==> src/rtl/game_countdown_timer.sv <==
// Single-clock countdown timer with an internal prescaler producing a tick enable
// at TICK_HZ; supports runtime load, start, pause, auto-reload and expiry pulses.
module game_countdown_timer #(
    parameter int CLK_HZ       = 50_000_000,
    parameter int TICK_HZ      = 1,
    parameter int WIDTH        = 6,
    parameter int DEFAULT_LOAD = 60
) (
    input  logic             clk,
    input  logic             reset,
    input  logic             start,
    input  logic             pause,
    input  logic             load,
    input  logic [WIDTH-1:0] load_value,
    input  logic             auto_reload,
    output logic [WIDTH-1:0] count,
    output logic             tick,
    output logic             expired,
    output logic             done,
    output logic             running
);

    localparam int DIV = CLK_HZ / TICK_HZ;
    localparam int PW  = (DIV <= 1) ? 1 : $clog2(DIV);

    localparam logic [PW-1:0]    PSC_MAX  = PW'(DIV - 1);
    localparam logic [PW-1:0]    PSC_ZERO = '0;
    localparam logic [WIDTH-1:0] CNT_ZERO = '0;
    localparam logic [WIDTH-1:0] CNT_ONE  = WIDTH'(1);
    localparam logic [WIDTH-1:0] CNT_INIT = WIDTH'(DEFAULT_LOAD);

    typedef enum logic [1:0] {
        S_IDLE,
        S_RUN,
        S_DONE
    } state_t;

    state_t           state_q;
    logic [PW-1:0]    psc_q;
    logic [WIDTH-1:0] count_q;
    logic [WIDTH-1:0] reload_q;
    logic             tick_q;
    logic             expired_q;
    logic             done_q;
    logic             running_q;

    always_ff @(posedge clk) begin
        if (reset) begin
            state_q   <= S_IDLE;
            psc_q     <= PSC_ZERO;
            count_q   <= CNT_INIT;
            reload_q  <= CNT_INIT;
            tick_q    <= 1'b0;
            expired_q <= 1'b0;
            done_q    <= 1'b0;
            running_q <= 1'b0;
        end else begin
            tick_q    <= 1'b0;
            expired_q <= 1'b0;
            if (load) begin
                reload_q  <= load_value;
                count_q   <= load_value;
                psc_q     <= PSC_ZERO;
                state_q   <= S_IDLE;
                done_q    <= 1'b0;
                running_q <= 1'b0;
            end else begin
                case (state_q)
                    S_IDLE: begin
                        if (start) begin
                            if (count_q != CNT_ZERO) begin
                                state_q   <= S_RUN;
                                psc_q     <= PSC_ZERO;
                                running_q <= 1'b1;
                            end else begin
                                // Starting an empty timer expires at once.
                                state_q   <= S_DONE;
                                expired_q <= 1'b1;
                                done_q    <= 1'b1;
                            end
                        end
                    end
                    S_RUN: begin
                        if (!pause) begin
                            if (psc_q == PSC_MAX) begin
                                psc_q  <= PSC_ZERO;
                                tick_q <= 1'b1;
                                if (count_q > CNT_ONE) begin
                                    count_q <= count_q - CNT_ONE;
                                end else if (count_q == CNT_ONE) begin
                                    count_q   <= CNT_ZERO;
                                    expired_q <= 1'b1;
                                    if (!auto_reload) begin
                                        state_q   <= S_DONE;
                                        done_q    <= 1'b1;
                                        running_q <= 1'b0;
                                    end
                                end else begin
                                    // Periodic mode: the zero count lasts one tick before reloading.
                                    count_q <= reload_q;
                                end
                            end else begin
                                psc_q <= psc_q + 1'b1;
                            end
                        end
                    end
                    S_DONE: begin
                        if (start) begin
                            if (reload_q != CNT_ZERO) begin
                                count_q   <= reload_q;
                                psc_q     <= PSC_ZERO;
                                state_q   <= S_RUN;
                                done_q    <= 1'b0;
                                running_q <= 1'b1;
                            end else begin
                                expired_q <= 1'b1;
                            end
                        end
                    end
                    default: begin
                        state_q   <= S_IDLE;
                        done_q    <= 1'b0;
                        running_q <= 1'b0;
                    end
                endcase
            end
        end
    end

    assign count   = count_q;
    assign tick    = tick_q;
    assign expired = expired_q;
    assign done    = done_q;
    assign running = running_q;

endmodule
==> config.mk <==
export PLATFORM = sky130hd
export DESIGN_NAME = game_countdown_timer
export DESIGN_NICKNAME = d
export VERILOG_FILES = /design/src/rtl/game_countdown_timer.sv
export SDC_FILE = /design/constraint.sdc
export NUM_CORES = 1
export LEC_CHECK = 0
export CAP_MARGIN = 20
export CORE_MARGIN = 2
export CORE_UTILIZATION = 62
export CTS_BUF_LIST = sky130_fd_sc_hd__clkbuf_2
export DETAILED_ROUTE_END_ITERATION = 12
export DONT_BUFFER_PORTS = 1
export GPL_TIMING_DRIVEN = 0
export PLACE_DENSITY = 0.78
export SLEW_MARGIN = 20
export SYNTH_ARGS = -nofsm -noshare
export SYNTH_HDL_FRONTEND = slang
export SYNTH_SLANG_ARGS = --single-unit
==> constraint.sdc <==
create_clock -name clk -period 2.5 [get_ports clk]
set_input_delay 0.375 -clock clk [delete_from_list [all_inputs] [get_ports clk]]
set_output_delay 0.375 -clock clk [all_outputs]
set_load 0.02 [all_outputs]
==> metrics.cfg, run 1 <==
[status]
status = finished clean

[routing]
dr.pass1.iters = 4
drc = 0
ant_nets = 0
wl_per_cell_um = 14.9
routed_wl_mm = 4.96
routed_via_density = 6.09
drt_iter0_markers = 163
vias = 2027

[cts]
htreeDepth = 2
cts_tree = yes
ctsHoldBuffers = 0
post_cts_resized = 1
clock-sinks = 44
clock-root-buffer = clkbuf_2
postCtsSetupBuffers = 0
cts_buffers = 5
clk_latency_ps = 410
clock_path_buffers = 2
clk_pin_slew_ps = 220

[worst_hold_path]
hold_depth = 2
min_to = reload_q[2]
worstHoldStart = reset
min_path_type = in -> reg

[global_routing]
track_usage_pct = 26.1
grt_pass1_vias = 1864
antenna_found_initial = 0
grt_overflow_total = 0
grt_pass1_wl_mm = 8.47
grt_max_degree = 14

[timing]
setup_viol = 0
fmax_mhz = 424
drv_slew = 0
period_needed_ps = 2360
worst_pin_slew_ps = 486
hold_viol = 0
rsz0062_at_grt = false
slew_headroom_pct = 67.3
finClkSkew_ps = 24.8
fin_ws_ps = 141
final.period_utilization_pct = 94.4
finalSetupTns_ps = 0

[place]
dp.cells = 326
detailedPlace.worstSlack_ps = -5.80
place_congestion = 0.806
dp_hpwl_mm = 3.59
port_buffers = 0

[synth]
synthDistinctLibCells = 46
synth-xor-area-share_pct = 9.66
yosysSeqAreaShare_pct = 38.9
synth_edf_count = 0
synth_flop_cell = dfxtp_1
synthMuxAreaShare_pct = 1.33
synth-async-reset-ratio_pct = 0
syn_inst = 280
yosys.area_share.simple_pct = 30.0
yosysWarnings = 0
avgSynthCellArea_um2 = 8.09
synth.ff_latch_count = 44
synth.cell_area_um2 = 2270
synth_fa_ha_area_share_pct = 2.21
synth_top_family_by_area = simple AND/OR/NAND/NOR gates
syn_nets = 296
synth-compound-area-share_pct = 14.0

[power_and_ir_drop]
ir_drop_mv = 0.399
p_per_area_nw_per_um2 = 483
power_leakage_nw = 0.749

[critical_path]
crit_type = reg -> reg
cp_num_buf_inv = 1
slowest_delay_ps = 600
crit_required_ps = 2870
crit_path_top_delay_cell = or4_4
reg2reg_to = psc_q[22]
rrSetupSlack_ps = 140
crit_chain = ha_1, nand3_1, or2_1, clkbuf_1, or4_4, or3_1, a21oi_1
r2r_cells = 7
critical_path.max_fanout = 7
regToRegStartpoint = psc_q[0]
cp-start-kind = register
crit_arrival_ps = 2730
end_kind = register
crit_family = simple AND/OR/NAND/NOR gates

[floorplan]
rows = 21
start_util_pct = 66.3
io_pins = 22
die_h_um = 64.5
die-width_um = 64.5
die_area_um2 = 4150
coreArea_um2 = 3420

[finish]
nFillCells = 275
final_layout_size_suffix_gt1_share_pct = 8.01
fin_nets = 303
antenna_cells = 0
final_cells = 333
area_delta_synth_final_pct = 5.85

[run]
drv_cap = 0

cell usage after synthesis (all sizes together), types with 3 or more instances:
library cell | n | share of area, %
nor2 | 49 | 8.1
dfxtp | 44 | 39
xnor2 | 22 | 8.5
nand2 | 17 | 2.8
a21oi | 14 | 3.3
nor3 | 14 | 3.1
o21ai | 13 | 2.9
nor4 | 12 | 3.3
nand3 | 10 | 2.2
inv | 9 | 1.5
nand4 | 9 | 2.5
buf | 8 | 1.8
a211oi | 5 | 2.2
nand2b | 5 | 1.7
clkbuf | 4 | 0.66
ha | 4 | 2.2
nor2b | 4 | 1.1
nor4b | 4 | 1.5
mux2i | 3 | 1.3
xor2 | 3 | 1.2
worst reg2reg max path, stage by stage (launching register included):
cell      delay, ps
dfxtp_1         420
ha_1            260
nand3_1         150
or2_1           230
clkbuf_1        200
or4_4           600
or3_1           330
a21oi_1         140
per-stage QoR:
step,area (um^2),utilization (%),hold WS [ps],total power [mW]
floorplan,2270,-,443,0.847
global placement,2320,68.0,470,0.874
detailed placement,2320,68.0,474,0.877
CTS,2370,69.3,68.0,1.16
global route,2400,70.2,62.9,1.21
finish,2400,70.2,66.7,1.16
worst max-delay path by stage:
stage / cells past startpoint / slack [ps] / endpoint / start
after CTS: 7 / 20 / psc_q[2] / psc_q[20]
final: 7 / 140 / psc_q[22] / psc_q[0]
after detailed placement: 6 / -6 / psc_q[3] / count[2]
after floorplan: 7 / 450 / psc_q[22] / count[0]
after global routing: 7 / 6 / psc_q[24] / psc_q[0]
after global placement: 6 / 90 / psc_q[4] / count[2]
sequential cells by signal, summed over array words and instances, names as in the netlist:
name	cells
state_q	2
count	6
tick	1
expired	1
running	1
done	1
reload_q	6
psc_q	26
cell type report:
class | instances | area, um^2 | area share, %
inverter | 9 | 33.8 | 1.41
sequential | 44 | 881 | 36.7
multi-input combinational | 215 | 1330 | 55.6
clock inverter | 2 | 12.5 | 0.522
buffer | 12 | 56.3 | 2.35
clock buffer | 5 | 25.0 | 1.04
tap | 46 | 57.6 | 2.40
cells in the final DEF (no fill, tap or decap), drive strengths merged, types with 2 or more instances in the layout:
| master | instances |
|---|---|
| nand2b | 5 |
| nand2 | 17 |
| inv | 9 |
| or3 | 2 |
| dfxtp | 44 |
| xnor2 | 22 |
| o21ai | 13 |
| o211ai | 2 |
| a211oi | 5 |
| o21a | 2 |
| nor2 | 49 |
| ha | 4 |
| xor2 | 3 |
| nand3b | 2 |
| o32a | 2 |
| a21o | 2 |
| nor4 | 12 |
| nor2b | 4 |
| nor4b | 4 |
| clkbuf | 9 |
| a21oi | 14 |
| nand4 | 9 |
| nand3 | 10 |
| buf | 8 |
| a221oi | 2 |
| mux2i | 3 |
| or4 | 2 |
| nor3 | 14 |
report_power, final:
part           internal, mW  switching, mW  total (mW)
Clock                0.0616          0.228       0.290
Sequential            0.720         0.0336       0.753
Combinational        0.0443         0.0717       0.116
Total                 0.826          0.334        1.16
per-layer routing:
metal / vias to the layer above / wire length, um / track usage, %
met5: - / 0 / 0
met2: 55 / 2200 / 41.5
met4: 0 / 56 / 6.65
li1: 1010 / - / -
met3: 8 / 301 / 6.25
met1: 954 / 2400 / 35.8
kinds of logic (layout without fill, tap and decap cells):
logic type / after synthesis / count (layout)
AOI/OAI and AO/OA: 48 / 48
and+or+nand+nor: 135 / 135
DFF: 44 / 44
adders and majority gates: 4 / 4
muxes: 3 / 3
buffers and inverters: 21 / 28
xor gates and xnor gates: 25 / 25
(Power assumes the default switching activity.)
==> inputs of run 2 (changes only) <==
Settings changed: MAX_ROUTING_LAYER set to met4.
==> metrics.cfg, run 2 (synthesis gave the netlist of run 1 again) <==
[routing]
drc = 0  ; unchanged
ant_nets = 0  ; unchanged
drt_iter0_markers = 184  ; +13%
dr.pass1.iters = 4  ; unchanged
routed_via_density = 6.08  ; about the same
wl_per_cell_um = 14.8  ; -0.73%
vias = 2026  ; -0.049%
routed_wl_mm = 4.93  ; -0.73%

[finish]
largest_reg_flops = 26  ; unchanged
fin_nets = 303  ; unchanged
area_delta_synth_final_pct = 5.85  ; unchanged
final_cells = 333  ; unchanged
antenna_cells = 0  ; unchanged
largest-register = psc_q
final_cell_mix = nor2_1, dfxtp_1, xnor2_1
layout_commonest_cell = nor2_1
final_layout_size_suffix_gt1_share_pct = 8.01  ; unchanged

[global_routing]
met1_usage_pct = 36.3  ; +0.44 points
use_met2_pct = 41.5  ; unchanged
grt_pass1_wl_mm = 8.48  ; about the same
grt_max_degree = 14  ; unchanged
grt_overflow_total = 0  ; unchanged
antenna_found_initial = 0  ; unchanged
grt_pass1_vias = 1863  ; -0.054%
use_met3_pct = 5.56  ; -0.69 points
gr-max-usage-layer = met2
track_usage_pct = 26.8  ; +0.72 points

[place]
port_buffers = 0  ; unchanged
detailedPlace.worstSlack_ps = -5.80  ; unchanged
place_congestion = 0.818  ; +1.5%
dp.cells = 326  ; unchanged
dp_hpwl_mm = 3.59  ; unchanged

[timing]
rsz0062_at_grt = false
fmax_mhz = 423  ; -0.25%
period_needed_ps = 2360  ; +5.82 ps
slew_headroom_pct = 66.7  ; -0.59 points
drv_slew = 0  ; unchanged
finClkSkew_ps = 29.2  ; +4.37 ps
fin_ws_ps = 135  ; -5.82 ps
setup_viol = 0  ; unchanged
final.period_utilization_pct = 94.6  ; +0.23 points
finalSetupTns_ps = 0  ; unchanged
worst_pin_slew_ps = 495  ; +9.21 ps
hold_viol = 0  ; unchanged

[floorplan]
die-width_um = 64.5  ; unchanged
die_h_um = 64.5  ; unchanged
io_pins = 22  ; unchanged
coreArea_um2 = 3420  ; unchanged
rows = 21  ; unchanged
start_util_pct = 66.3  ; unchanged
die_area_um2 = 4150  ; unchanged

[critical_path]
cp_num_buf_inv = 1  ; unchanged
crit_type = reg -> reg
crit_chain = ha_1, nand3_1, or2_1, clkbuf_1, or4_4, or3_1, a21oi_1
crit_required_ps = 2860  ; about the same
end_kind = register
crit_family = simple AND/OR/NAND/NOR gates
cp-start-kind = register
critical_path.max_fanout = 7  ; unchanged
slowest_delay_ps = 590  ; about the same
crit_arrival_ps = 2730  ; about the same
crit_path_top_delay_cell = or4_4

[cts]
clock-sinks = 44  ; unchanged
clock_path_buffers = 2  ; unchanged
clk_pin_slew_ps = 230  ; about the same
clock-root-buffer = clkbuf_2
cts_buffers = 5  ; unchanged
cts_tree = yes
ctsHoldBuffers = 0  ; unchanged
clk_latency_ps = 420  ; about the same
htreeDepth = 2  ; unchanged

[run]
drv_cap = 0  ; unchanged

[power_and_ir_drop]
power_leakage_nw = 0.749  ; unchanged
ir_drop_mv = 0.399  ; about the same
p_per_area_nw_per_um2 = 484  ; +0.11%
power_mw = 1.16  ; +0.11%

[status]
status = finished clean

[worst_hold_path]
min_path_type = in -> reg

run 2: cell counts in the layout (fill, tap and decap cells not counted):
Identical to the previous run, type by type.
run 2: path summary, 6_finish.rpt:
kind	start	endpoint	slack, ps	cells after the start
setup / recovery	psc_q[0]	psc_q[22]	140	7
hold / removal	reset	reload_q[2]	60	2
setup reg to reg	psc_q[0]	psc_q[22]	140	7
hold reg to reg	reload_q[3]	reload_q[3]	500	2
run 2: worst reg2reg max path: stages, from the launching register on:
cell and delay, ps:
dfxtp_1 420, ha_1 260, nand3_1 150, or2_1 230, clkbuf_1 200, or4_4 600, or3_1 320, a21oi_1 140
run 2: final cells by class:
class | count | area (um^2)
Tap cell | 46 | 57.6
Multi-Input combinational cell | 215 | 1330
Clock buffer | 5 | 25.0
Sequential cell | 44 | 881
Inverter | 9 | 33.8
Buffer | 12 | 56.3
Fill cell | 275 | 1020
Clock inverter | 2 | 12.5
run 2: timing repair:
item / 4_1_cts / 5_1_grt
cloned: 0 / 0
setup buffers: 0 / 0
endpoints found under the setup margin: 14 / 27
gates resized for setup: 1 / 5
run 2: report_power, final:
part	switching, mW	total, mW	internal [mW]	leakage (nW)
clock	0.229	0.291	0.0616	0.0248
combinational	0.0718	0.116	0.0443	0.366
sequential	0.0337	0.753	0.720	0.358
run 2: through the flow:
stage                     area [um^2]  hold WS (ps)  utilization (%)
after floorplan                  2270           443                -
after global placement           2320           470             68.0
after detailed placement         2320           474             68.0
after CTS                        2370          68.0             69.3
after global routing             2400          62.9             70.2
final                            2400          64.5             70.2
run 2: per-layer routing:
| layer | wire length, um | vias to the layer above | share of wire (%) |
|---|---|---|---|
| met2 | 2180 | 53 | 44 |
| met5 | 0 | - | 0 |
| li1 | - | 1010 | - |
| met4 | 59 | 0 | 1.2 |
| met3 | 288 | 9 | 5.8 |
| met1 | 2400 | 954 | 49 |
==> RTL change (flow settings as in run 1) <==
Change the parameter `WIDTH` from 6 to 3.
--- a/src/rtl/game_countdown_timer.sv
+++ b/src/rtl/game_countdown_timer.sv
@@ -5,3 +5,3 @@
     parameter int TICK_HZ      = 1,
-    parameter int WIDTH        = 6,
+    parameter int WIDTH        = 3,
     parameter int DEFAULT_LOAD = 60
Interface: changed (resized count and load_value); port bits go from 22 to 16. No check against the original RTL was run, so the function may have changed too.
==> RTL change against run 1 <==
- final area shrank 9.7%
- sequential share of layout area decreased by 1.4 points
- count of clock-buffer cells in the layout rose by 2
- global-route usage rose by 0.60 points
- area after synthesis down 8.7%
- utilization down 0.42 points
- clock power shrank 8.3%
- power fell by 14%
- routed wire length decreased by 7.3%
- sequential cell count fell by 6
- worst setup slack better by 0.026 ns
- critical path type unchanged
- highest routed layer unchanged
==> RTL change: results (changes against run 1) <==
metric;value;unit;change
avgSynthCellArea;8.08;µm²;-0.17%
track_usage;0.267;;+0.00600
dpl.cell_count;300;;-8.0%
reg2reg_to;psc_q[24];;
dr.pass1.iters;5;;+1
p_leak;0.000678;µW;-9.5%
clock_latency;0.39;ns;-0.02 ns
grtUsageMet1;0.332;;-0.0263
via_per_inst;6.41;;+5.4%
clkPwrFrac;0.267;;+0.017
placed_area;0.00212;mm²;-8.6%
clock.fmax;0.429;GHz;+1.1%
switching_share;0.272;;-0.0161
outcome;completed;;
cp_data_arrival_time;2.67;ns;-0.06 ns
gp_congestion;0.835;;+3.6%
post-dp-hpwl;3.34;mm;-6.9%
vias;1969;;-2.9%
dp_worst_setup_slack;-0.0367;ns;-0.0309 ns
synthMuxAreaShare;0.0242;;+0.0109
synthXorXnorAreaFrac;0.0127;;-0.0839
synth_adder_area_share;0.0242;;+0.00211
met3_length;253;µm;-16%
final_layout_size_suffix_gt1_frac;0.0951;;+0.0149
grtUsageMet3;0.0621;;-0.000388
reg2reg_slack;0.17;ns;+0.03 ns
path_clk_slew;0.17;ns;-0.05 ns
r2r_cells;8;;+1
use_met2;0.462;;+0.0463
synth.area.top_cells;dfxtp_1 (37%), a21oi_1 (8.7%), o21ai_0 (5.1%);;
cts_resized;2;;+1
RTL change: cell count changes after synthesis, sizes merged, moves of 8 or more:
cell / change
nor2: -32
nor4: -8
xnor2: -20
a21oi: +22
o21ai: +9
or3: +14
RTL change: worst max-delay path by stage:
stage / start / to / cells past startpoint
after floorplan: count[1] / psc_q[24] / 8
after global placement: count[1] / psc_q[24] / 9
final: count[1] / psc_q[24] / 8
after CTS: count[0] / psc_q[24] / 9
after global routing: count[1] / psc_q[24] / 9
after detailed placement: count[1] / psc_q[24] / 9
RTL change: cell type report:
cell class | count | area share
inverters | 10 | 0.0173
plain buffers | 9 | 0.0179
clock buffers | 7 | 0.0162
well taps | 44 | 0.0254
multi-input cells | 199 | 0.570
flip-flops and latches | 38 | 0.354
RTL change: worst max-delay path: stages, from the launching register on:
cell and delay (ns):
dfxtp_2 0.46, inv_1 0.11, ha_1 0.19, nor2b_1 0.15
o22ai_2 0.22, a21oi_1 0.16, clkbuf_2 0.21, or4b_2 0.62
a21oi_1 0.15
